**config.mk**
```make
export PLATFORM = sky130hd
export DESIGN_NAME = chime_sequencer_flat
export DESIGN_NICKNAME = d
export VERILOG_FILES = /design/src/rtl/clock_pkg.sv /design/src/rtl/chime_sequencer_if.sv /design/src/rtl/beep_timer.sv /design/src/rtl/chime_sequencer.sv /design/src/flat_wrapper.sv
export SDC_FILE = /design/constraint.sdc
export NUM_CORES = 1
export LEC_CHECK = 0
export BUFFER_PORTS_ARGS = -buffer_cell sky130_fd_sc_hd__buf_2
export CORE_ASPECT_RATIO = 0.75
export CORE_MARGIN = 2
export CORE_UTILIZATION = 55
export DETAILED_ROUTE_END_ITERATION = 7
export PLACE_DENSITY = 0.86
export SLEW_MARGIN = 20
export SYNTH_ARGS = -nofsm -noshare
export SYNTH_HDL_FRONTEND = slang
export SYNTH_SLANG_ARGS = --single-unit
```
**constraint.sdc**
```tcl
create_clock -name CP -period 3.7 [get_ports CP]
set_input_delay 0.37 -clock CP [delete_from_list [all_inputs] [get_ports CP]]
set_output_delay 0.37 -clock CP [all_outputs]
set_load 0.02 [all_outputs]
```
**src/rtl/clock_pkg.sv**
```systemverilog
// Shared definitions for the digital-clock buzzer path: sequencer state codes,
// buzzer owner codes and the BCD hour conversion helper.
package clock_pkg;

  typedef logic [2:0] state_t;

  localparam state_t ST_IDLE   = 3'd0;
  localparam state_t ST_CH_ON  = 3'd1;
  localparam state_t ST_CH_OFF = 3'd2;
  localparam state_t ST_AL_ON  = 3'd3;
  localparam state_t ST_AL_OFF = 3'd4;

  typedef enum logic [1:0] {
    SRC_NONE  = 2'd0,
    SRC_CHIME = 2'd1,
    SRC_ALARM = 2'd2,
    SRC_HALF  = 2'd3
  } src_e;

  typedef struct packed {
    logic       vld;
    logic [4:0] val;
  } bcd_bin_t;

  // Only tens digits 0/1 are legal for a 12-hour clock, so bit 4 alone selects the +10.
  function automatic bcd_bin_t bcd8_to_bin(input logic [7:0] bcd);
    bcd_bin_t r;
    r.vld = (bcd[3:0] <= 4'd9) && (bcd[7:4] <= 4'd1);
    r.val = (bcd[4] ? 5'd10 : 5'd0) + {1'b0, bcd[3:0]};
    return r;
  endfunction

endpackage

```
**src/rtl/chime_sequencer_if.sv**
```systemverilog
// Signal bundle between the time counters / keys and the buzzer sequencer.
interface chime_sequencer_if;

  logic       sec_pulse;
  logic [7:0] Hour12;
  logic [7:0] Minute;
  logic [7:0] Second;
  logic       tell_en;
  logic       alarm_hit;
  logic       alarm_stop;
  logic       tone;
  logic       Di;
  logic       busy;
  logic [1:0] src;

  modport master (
    output sec_pulse, Hour12, Minute, Second, tell_en, alarm_hit, alarm_stop, tone,
    input  Di, busy, src
  );

  modport slave (
    input  sec_pulse, Hour12, Minute, Second, tell_en, alarm_hit, alarm_stop, tone,
    output Di, busy, src
  );

endinterface

```
**src/rtl/beep_timer.sv**
```systemverilog
// Beep phase timer: a start pulse loads the selected phase length, and done strobes
// during the last cycle of that phase so the FSM can change state on the next edge.
module beep_timer #(
  parameter int BEEP_ON_CYC  = 500,
  parameter int BEEP_OFF_CYC = 500,
  parameter int CNT_W        = 16
) (
  input  logic CP,
  input  logic CR,
  input  logic start_i,
  input  logic phase_on_i,
  output logic done_o
);

  localparam logic [CNT_W-1:0] ON_LAST  = CNT_W'(BEEP_ON_CYC - 1);
  localparam logic [CNT_W-1:0] OFF_LAST = CNT_W'(BEEP_OFF_CYC - 1);

  logic [CNT_W-1:0] cnt_q, cnt_d;
  logic             active_q, active_d;

  always_comb begin
    cnt_d    = cnt_q;
    active_d = active_q;
    if (start_i) begin
      cnt_d    = phase_on_i ? ON_LAST : OFF_LAST;
      active_d = 1'b1;
    end else if (active_q) begin
      if (cnt_q == '0) begin
        active_d = 1'b0;
      end else begin
        cnt_d = cnt_q - 1'b1;
      end
    end
  end

  always_ff @(posedge CP or posedge CR) begin
    if (CR) begin
      cnt_q    <= '0;
      active_q <= 1'b0;
    end else begin
      cnt_q    <= cnt_d;
      active_q <= active_d;
    end
  end

  assign done_o = active_q && (cnt_q == '0);

endmodule

```
**src/rtl/chime_sequencer.sv**
```systemverilog
// Buzzer owner for the digital clock: hourly chime of N beeps and a capped, stoppable alarm.
// Defining CHIME_HALF_EN adds a single half-hour beep reported as the half-hour owner.
module chime_sequencer
  import clock_pkg::*;
#(
  parameter int BEEP_ON_CYC     = 500,
  parameter int BEEP_OFF_CYC    = 500,
  parameter int ALARM_MAX_BEEPS = 60,
  parameter int CNT_W           = 16
) (
  input logic              CP,
  input logic              CR,
  chime_sequencer_if.slave bus
);

  state_t     state_q, state_d;
  logic [3:0] beeps_left_q, beeps_left_d;
  logic [7:0] al_cnt_q, al_cnt_d;
  logic       hit_q;
  logic       beep_on_q, beep_on_d;
  logic       busy_q, busy_d;
  src_e       src_q, src_d;

  bcd_bin_t   hour;
  logic       hour_ok;
  logic       top_of_min;
  logic       chime_trig;
  logic       half_trig;
  logic       alarm_edge;
  logic       in_alarm;
  logic       tmr_start;
  logic       tmr_phase_on;
  logic       tmr_done;

  assign hour       = bcd8_to_bin(bus.Hour12);
  assign hour_ok    = hour.vld && (hour.val >= 5'd1) && (hour.val <= 5'd12);
  assign top_of_min = bus.sec_pulse && bus.tell_en && (bus.Second == 8'h00);
  assign chime_trig = top_of_min && (bus.Minute == 8'h00) && hour_ok;
`ifdef CHIME_HALF_EN
  assign half_trig  = top_of_min && (bus.Minute == 8'h30);
`else
  assign half_trig  = 1'b0;
`endif
  assign alarm_edge = bus.alarm_hit && !hit_q;
  assign in_alarm   = (state_q == ST_AL_ON) || (state_q == ST_AL_OFF);

  always_comb begin
    state_d      = state_q;
    beeps_left_d = beeps_left_q;
    al_cnt_d     = al_cnt_q;
    src_d        = src_q;

    // The alarm pre-empts idle and any chime; a pre-empted chime is simply dropped.
    if (alarm_edge && !in_alarm) begin
      state_d  = ST_AL_ON;
      al_cnt_d = 8'd0;
      src_d    = SRC_ALARM;
    end else begin
      case (state_q)
        ST_IDLE: begin
          if (chime_trig) begin
            state_d      = ST_CH_ON;
            beeps_left_d = hour.val[3:0];
            src_d        = SRC_CHIME;
          end else if (half_trig) begin
            state_d      = ST_CH_ON;
            beeps_left_d = 4'd1;
            src_d        = SRC_HALF;
          end
        end
        ST_CH_ON: begin
          if (!bus.tell_en) begin
            state_d = ST_IDLE;
          end else if (tmr_done) begin
            state_d      = ST_CH_OFF;
            beeps_left_d = beeps_left_q - 4'd1;
          end
        end
        ST_CH_OFF: begin
          if (!bus.tell_en) begin
            state_d = ST_IDLE;
          end else if (tmr_done) begin
            state_d = (beeps_left_q != 4'd0) ? ST_CH_ON : ST_IDLE;
          end
        end
        ST_AL_ON: begin
          if (bus.alarm_stop) begin
            state_d = ST_IDLE;
          end else if (tmr_done) begin
            if (al_cnt_q == 8'(ALARM_MAX_BEEPS - 1)) begin
              state_d = ST_IDLE;
            end else begin
              state_d  = ST_AL_OFF;
              al_cnt_d = al_cnt_q + 8'd1;
            end
          end
        end
        ST_AL_OFF: begin
          if (bus.alarm_stop) begin
            state_d = ST_IDLE;
          end else if (tmr_done) begin
            state_d = ST_AL_ON;
          end
        end
        default: state_d = ST_IDLE;
      endcase
    end

    if (state_d == ST_IDLE) begin
      src_d = SRC_NONE;
    end
  end

  // Every state change into a beep state opens a fresh phase.
  assign tmr_start    = (state_d != state_q) && (state_d != ST_IDLE);
  assign tmr_phase_on = (state_d == ST_CH_ON) || (state_d == ST_AL_ON);
  assign beep_on_d    = tmr_phase_on;
  assign busy_d       = (state_d != ST_IDLE);

  beep_timer #(
    .BEEP_ON_CYC  (BEEP_ON_CYC),
    .BEEP_OFF_CYC (BEEP_OFF_CYC),
    .CNT_W        (CNT_W)
  ) u_timer (
    .CP         (CP),
    .CR         (CR),
    .start_i    (tmr_start),
    .phase_on_i (tmr_phase_on),
    .done_o     (tmr_done)
  );

  always_ff @(posedge CP or posedge CR) begin
    if (CR) begin
      state_q      <= ST_IDLE;
      beeps_left_q <= 4'd0;
      al_cnt_q     <= 8'd0;
      hit_q        <= 1'b0;
      beep_on_q    <= 1'b0;
      busy_q       <= 1'b0;
      src_q        <= SRC_NONE;
    end else begin
      state_q      <= state_d;
      beeps_left_q <= beeps_left_d;
      al_cnt_q     <= al_cnt_d;
      hit_q        <= bus.alarm_hit;
      beep_on_q    <= beep_on_d;
      busy_q       <= busy_d;
      src_q        <= src_d;
    end
  end

  assign bus.Di   = beep_on_q & bus.tone;
  assign bus.busy = busy_q;
  assign bus.src  = src_q;

endmodule

```
**src/flat_wrapper.sv**
```systemverilog
// flat-port wrapper written by rule: the top's interface ports become plain ports
module chime_sequencer_flat import clock_pkg::*;
#(
  parameter int BEEP_ON_CYC     = 500,
  parameter int BEEP_OFF_CYC    = 500,
  parameter int ALARM_MAX_BEEPS = 60,
  parameter int CNT_W           = 16
)
  (CP, CR, bus_sec_pulse, bus_Hour12, bus_Minute, bus_Second, bus_tell_en, bus_alarm_hit, bus_alarm_stop, bus_tone, bus_Di, bus_busy, bus_src);
  chime_sequencer_if bus_i ();
  input logic CP;
  input logic CR;
  input wire logic [$bits(bus_i.sec_pulse)-1:0] bus_sec_pulse;
  input wire logic [$bits(bus_i.Hour12)-1:0] bus_Hour12;
  input wire logic [$bits(bus_i.Minute)-1:0] bus_Minute;
  input wire logic [$bits(bus_i.Second)-1:0] bus_Second;
  input wire logic [$bits(bus_i.tell_en)-1:0] bus_tell_en;
  input wire logic [$bits(bus_i.alarm_hit)-1:0] bus_alarm_hit;
  input wire logic [$bits(bus_i.alarm_stop)-1:0] bus_alarm_stop;
  input wire logic [$bits(bus_i.tone)-1:0] bus_tone;
  output wire logic [$bits(bus_i.Di)-1:0] bus_Di;
  output wire logic [$bits(bus_i.busy)-1:0] bus_busy;
  output wire logic [$bits(bus_i.src)-1:0] bus_src;
  assign bus_i.sec_pulse = bus_sec_pulse;
  assign bus_i.Hour12 = bus_Hour12;
  assign bus_i.Minute = bus_Minute;
  assign bus_i.Second = bus_Second;
  assign bus_i.tell_en = bus_tell_en;
  assign bus_i.alarm_hit = bus_alarm_hit;
  assign bus_i.alarm_stop = bus_alarm_stop;
  assign bus_i.tone = bus_tone;
  assign bus_Di = bus_i.Di;
  assign bus_busy = bus_i.busy;
  assign bus_src = bus_i.src;
  chime_sequencer #(.BEEP_ON_CYC(BEEP_ON_CYC), .BEEP_OFF_CYC(BEEP_OFF_CYC), .ALARM_MAX_BEEPS(ALARM_MAX_BEEPS), .CNT_W(CNT_W)) u_core (.CP(CP), .CR(CR), .bus(bus_i));
endmodule
```
* Yosys cells after proc, flatten, opt, wreduce, memory -nomap -nowiden
Index checks and enable logic that the tools add are counted.
** Cells by class
- Reductions and logical operators :: 32
- Add/subtract/negate cells :: 4
- Magnitude comparators :: 4
- Bitwise operators :: 2
- Eq/ne operators :: 14
- Multiplexer cells :: 33
** Operator list (count)
- 16-bit two-way mux :: 3
- 8-bit two-way mux :: 5
- 3-bit two-way mux :: 11
- 16-bit logical NOT :: 1
- 8-bit logical NOT :: 2
- 4-bit two-way mux :: 4
- 16-bit by 1-bit subtractor with 16-bit output (second input constant) :: 1
- 3-bit case mux with 5 select lines :: 1
- 1-bit logical AND :: 11
- 2-bit by 1-bit != test with 1-bit output (second input constant) :: 5
- 3-bit by 2-bit == test with 1-bit output (second input constant) :: 3
- 3-bit nonzero test :: 3
- 8-bit by 1-bit adder with 8-bit output (second input constant) :: 1
- 8-bit by 6-bit == test with 1-bit output (second input constant) :: 1
- 2-bit two-way mux :: 4
- 4-bit case mux with 2 select lines :: 1
- 2-bit nonzero test :: 4
- 3-bit by 1-bit == test with 1-bit output (second input constant) :: 2
- 3-bit logical NOT :: 2
- 5-bit by 4-bit adder with 5-bit output :: 1
- 5-bit by 1-bit greater-or-equal comparator with 1-bit output (second input constant) :: 1
- 5-bit by 4-bit <= comparator with 1-bit output (second input constant) :: 1
- 5-bit AND reduction :: 1
- 4-bit by 1-bit <= comparator with 1-bit output (second input constant) :: 1
- other kinds (13) :: 19
** Word-level totals
- Output and inout bits :: 4
- Logic and storage cells :: 98
- Register bits after elaboration :: 37

* Depth between registers and ports, before layout
- Depth after elaboration :: 13
- Depth in mapped cells :: 12

* Modules after synthesis
Synthesis repeated with hierarchy kept, for this count alone.
** Unflattened totals
- Cell total of the unflattened synthesis :: 237
- Area, all modules :: 2232.1 µm²
** Modules (own cells, without submodules)
- chime_sequencer :: cells each 140, instances 1, area an instance 1290.0 µm²
- beep_timer :: cells each 97, instances 1, area an instance 942.2 µm²

* Worst setup path before layout
Ideal clock, no wire load.
- Path kind :: reg2reg
- Start :: reg u_core.u_timer.cnt_q[0]
- End :: reg u_core.src_q[1] (netlist: u_core.bus.src[1])
- Path slack :: 769 ps
- Data arrival time :: 2811 ps
- Setup time :: 120 ps
- Cell stages (with the launch flop) :: 11
- Cells stage by stage :: dfrtp_1 -> inv_1 -> ha_1 -> or4b_1 -> nor4_4 -> mux2_4 -> nor2_1 -> nand3_2 -> nor3_4 -> inv_2 -> a31o_1
** On the way
- Word-level cells in the longest chain between the ends :: 9
- Elaborated cells between the ends (all ways) :: 17
** RTL lines
- from (decl) :: line beep_timer.sv:18 : logic [CNT_W-1:0] cnt_q, cnt_d;
- from (signal assigned) :: line beep_timer.sv:41 : cnt_q <= cnt_d;
- 16-bit logical NOT (*) :: line beep_timer.sv:46 : assign done_o = active_q && (cnt_q == '0);
- 1-bit logical AND (*) :: line beep_timer.sv:46
- 3-bit two-way mux, on equally long branches (2 in a row)
- 3-bit case mux with 5 select lines (*) :: line chime_sequencer.sv:59 : case (state_q)
- 3-bit two-way mux (*) :: line chime_sequencer.sv:54 : if (alarm_edge && !in_alarm) begin
- net u_core.state_d[0] :: line chime_sequencer.sv:16 : state_t state_q, state_d;
- 3-bit logical NOT (*) :: line chime_sequencer.sv:109 : if (state_d == ST_IDLE) begin
- 3-bit nonzero test (no line)
- 2-bit AND reduction (no line)
- to (signal assigned) :: line chime_sequencer.sv:148 : src_q <= src_d;
- to (decl) :: line chime_sequencer.sv:22 : src_e src_q, src_d;
Mark *: on every way through the listed nets, which the timed path passes. The rest lies on a longest branch.
A chain may end at the register's enable or synchronous reset.

* Worst setup path in the final report
Ends and elaborated chain as after synthesis.

==> flow_summary.rst <==
.. list-table::
   :header-rows: 1

   * - Metric
     - Value
   * - Via count of the routed design
     - 1827
   * - Max transition margin
     - 0.6091
   * - Cell area after layout
     - 2484 µm²
   * - Final ANT Viol Nets
     - 0
   * - Worst IR Drop VDD
     - approximately 380 µV
   * - Highest Clock Rate
     - 322.3 MHz
   * - Wire length of the first global-routing pass
     - a little under 8 mm
   * - Total nets after synthesis
     - 263
   * - Placer's final routability congestion estimate
     - just under 0.9
   * - Row count
     - 19
   * - Number of H-tree levels
     - 2
   * - Number of distinct library cell variants in the gate-level netlist after synthesis
     - 50
   * - Starting density of the core
     - 0.5830
   * - Number of cells after detailed placement
     - between 300 and 400
   * - Post-synth top area share
     - 0.4255
   * - Transition time of the tightest slew-check pin
     - a little under 600 ps
   * - GRT Overall Usage
     - 0.2291
   * - Worst slack after detailed placement
     - slightly above 600 ps
   * - Number of instances in the synthesized netlist
     - between 200 and 250
   * - Post-synth top flop
     - sky130_fd_sc_hd__dfrtp_1
   * - Setup slack of the critical path after layout
     - about 600 ps
   * - Number of DRC markers in iteration 0
     - 150
   * - Worst Path Buf+Inv
     - 2
   * - Maximum count of clock buffers along a single path
     - 2
   * - Post-cts resize count
     - 0
   * - Sequential cell area
     - roughly 900 µm²
   * - Fraction of the yosys area taken by sequential cells
     - 0.4255
   * - Power Density
     - about 450 nW/µm²
   * - CTS tree
     - built
   * - Core Region
     - about 3700 µm²
   * - Chip width
     - approximately 77 µm
   * - Cell with the largest stage delay on the worst path
     - sky130_fd_sc_hd__or4b_1
   * - Share of flip-flops with an asynchronous set or reset
     - 1.000
   * - HPWL Detailed
     - 3.410 mm
   * - Unrepaired setup endpoints after global routing
     - false
   * - Syn. warnings
     - 0
   * - CP Cell Sequence
     - inv_1 -> ha_1 -> or4b_1 -> nor4_4 -> mux2_4 -> nor2_1 -> nand3_2 -> nor3_4 -> inv_2 -> a31o_1
   * - Number of buffers inserted by port buffering
     - 34
   * - Detailed Routing Iterations Pass 1
     - 4
   * - Relative area change from synthesis to final layout
     - 14.15%
   * - Die ar.
     - 4480 µm²
   * - Hold crit path type
     - in2async
   * - Required time at the endpoint of the critical path
     - approximately 3900 ps
   * - Critical path startpoint category
     - flop
   * - Number of synthesized flops with an enable pin
     - 0
   * - Average detailed-routed wire length per instance
     - about 15 µm
   * - Endpoint class of the critical path
     - flop
   * - Number of fill cells
     - just over 300
   * - Vias per std cell
     - about 5.8
   * - Synthesized area
     - 2176 µm²
   * - Setup tns final
     - 0 ps
   * - Non-Filler Instances
     - between 300 and 400
   * - Count of endpoints failing setup in the final report
     - 0
   * - I/O pin count
     - 35
   * - Overflow left after global routing
     - 0
   * - Hold-fix buffer count after cts
     - 0
   * - CTS Root Buffer Type
     - sky130_fd_sc_hd__clkbuf_8
   * - Final hold viol count
     - 0
   * - Overall die height
     - roughly 58 µm
   * - Arrival time of the worst setup path
     - roughly 3300 ps
   * - Max cap viols
     - 0
   * - Total wire length after detailed routing
     - around 4.6 mm
   * - Post-layout min period
     - about 3100 ps
   * - Leading cell types by total area after synthesis
     - sky130_fd_sc_hd__dfrtp_1 (43%), sky130_fd_sc_hd__xnor2_1 (5.2%), sky130_fd_sc_hd__ha_1 (4.0%)
   * - Count of clock tree sinks
     - 37
   * - Ant diodes
     - 0
   * - Number of nets at the end of the flow
     - ~300
   * - Skew-Pair Late Insertion Delay
     - 300 ps
   * - Top cell type by total area after synthesis
     - sky130_fd_sc_hd__dfrtp_1
   * - Number of pins exceeding their max-slew limit in the final report
     - 0
   * - Leading cell type in the layout, fill and taps excluded
     - sky130_fd_sc_hd__dfrtp_1
   * - Status
     - finished, final reports clean
   * - Share of final-layout standard cells stronger than drive strength 1
     - 0.2386
   * - Post-placement cell area
     - 2410 µm²
   * - Leak Pwr
     - about 1.1 nW
   * - Clock buffer count from CTS
     - 5
   * - Number of storage elements in the synthesis netlist
     - 37
   * - Cell family with the largest share of critical-path delay
     - simple AND/OR/NAND/NOR gates
   * - Initial antenna violation count
     - 0
   * - Post-Syn Area per Cell
     - 9.670 µm²
   * - Detailed-route DRC error count
     - 0
   * - Post-CTS Setup Bufs
     - 0
   * - Maximum fanout along the worst path
     - 11
   * - Largest incremental delay on the critical path
     - 520 ps
   * - Critical Setup Path Class
     - reg2reg
   * - Final worst path period share
     - 0.8385
   * - Clock-pin slew on the worst setup and hold paths
     - approximately 70 ps
   * - Highest-count cells in the layout ignoring fill and taps
     - sky130_fd_sc_hd__dfrtp_1 (37), sky130_fd_sc_hd__buf_2 (34), sky130_fd_sc_hd__nor2_1 (20)
   * - Clock skew after layout
     - between 6 and 7 ps
   * - Area of combinational cells with multiple inputs
     - ~1200 µm²
   * - Via count of the first global-routing pass
     - 1682
   * - Pin count of the biggest net entering global routing
     - 38
[worst reg2reg max path, delay by kind of cell, from the launching register on]
family,cells,cell delay [ps]
muxes,1,340
AOI/OAI and AO/OA,1,250
adders and majority gates,1,160
buffers and inverters,2,300
and+or+nand+nor,5,1550
DFF,1,390
[synth_stat cells, types with 4 or more instances]
library cell / count
sky130_fd_sc_hd__or4_1: 6
sky130_fd_sc_hd__o21ai_0: 4
sky130_fd_sc_hd__xor2_1: 10
sky130_fd_sc_hd__xnor2_1: 13
sky130_fd_sc_hd__inv_1: 10
sky130_fd_sc_hd__nor4_1: 6
sky130_fd_sc_hd__a21oi_1: 15
sky130_fd_sc_hd__o21ai_1: 7
sky130_fd_sc_hd__dfrtp_1: 37
sky130_fd_sc_hd__ha_1: 7
sky130_fd_sc_hd__or3_1: 4
sky130_fd_sc_hd__nand3_1: 8
sky130_fd_sc_hd__nor3_1: 13
sky130_fd_sc_hd__nor2b_1: 5
sky130_fd_sc_hd__nor2_1: 20
sky130_fd_sc_hd__nand2_1: 13
[sequential cells by signal, indices dropped and copies added (netlist names)]
| signal | count |
|---|---|
| u_core.u_timer.cnt_q | 16 |
| u_core.al_cnt_q | 8 |
| u_core.beeps_left_q | 4 |
| u_core.state_q | 3 |
| u_core.bus.src | 2 |
| u_core.beep_on_q | 1 |
| u_core.bus.busy | 1 |
| u_core.hit_q | 1 |
| u_core.u_timer.active_q | 1 |
[path summary, 6_finish.rpt]
check / start / endpoint / slack (ps) / depth (start not counted)
min in group CP: bus_alarm_hit / u_core.hit_q$_DFF_PP0_ / 200 / 1
hold / removal: CR / u_core.hit_q$_DFF_PP0_ / 170 / 3
max in group asynchronous: CR / u_core.u_timer.cnt_q[11]$_DFFE_PP0P_ / 3210 / 3
hold reg to reg: u_core.bus.src[1]$_DFFE_PP0P_ / u_core.bus.src[1]$_DFFE_PP0P_ / 530 / 1
setup / recovery: u_core.u_timer.cnt_q[0]$_DFFE_PP0P_ / u_core.bus.src[1]$_DFFE_PP0P_ / 600 / 10
setup reg to reg: u_core.u_timer.cnt_q[0]$_DFFE_PP0P_ / u_core.bus.src[1]$_DFFE_PP0P_ / 600 / 10
[where the power goes]
part / internal [W] / switching, W / leakage [nW] / total, W
Combinational: 0.000139 / 0.000197 / 0.579 / 0.000336
Clock: 0.000124 / 0.000138 / 0.0399 / 0.000262
Sequential: 0.000466 / 0.0000577 / 0.459 / 0.000524
Total: 0.000729 / 0.000393 / 1.08 / 0.00112
[metal layers]
layer	global-route usage	part of all wire	vias up
met5	0	0	-
met4	0.08831	0.014	0
met3	0.06442	0.081	5
met2	0.3274	0.41	76
met1	0.3343	0.50	852
li1	-	-	894
[layout make-up]
cell class	instances	share of cell area
clock inverter	1	0.002015
inverter	11	0.01662
tap	52	0.02620
sequential	37	0.3728
multi-input combinational	173	0.4771
timing repair buffer	37	0.07758
clock buffer	5	0.02771
[through the flow]
step,power (W),util,hold slack [ps]
2_1_floorplan,0.0007760,-,401.4
3_3_place_gp,0.0008500,0.6457,499.3
3_5_place_dp,0.0008626,0.6457,501.7
4_1_cts,0.001124,0.6654,185.7
5_1_grt,0.001195,0.6654,189.1
6_report,0.001122,0.6654,172.1
[kinds of logic (layout without fill, tap and decap cells)]
family | Yosys count | after routing | share of synthesized area
and+or+nand+nor | 97 | 97 | 0.2559
AOI/OAI and AO/OA | 43 | 43 | 0.1397
DFF | 37 | 37 | 0.4255
xor gates and xnor gates | 23 | 23 | 0.09258
buffers and inverters | 15 | 54 | 0.02990
adders and majority gates | 7 | 7 | 0.04025
muxes | 3 | 3 | 0.01610
No activity file was read; power rests on OpenSTA's default activity.
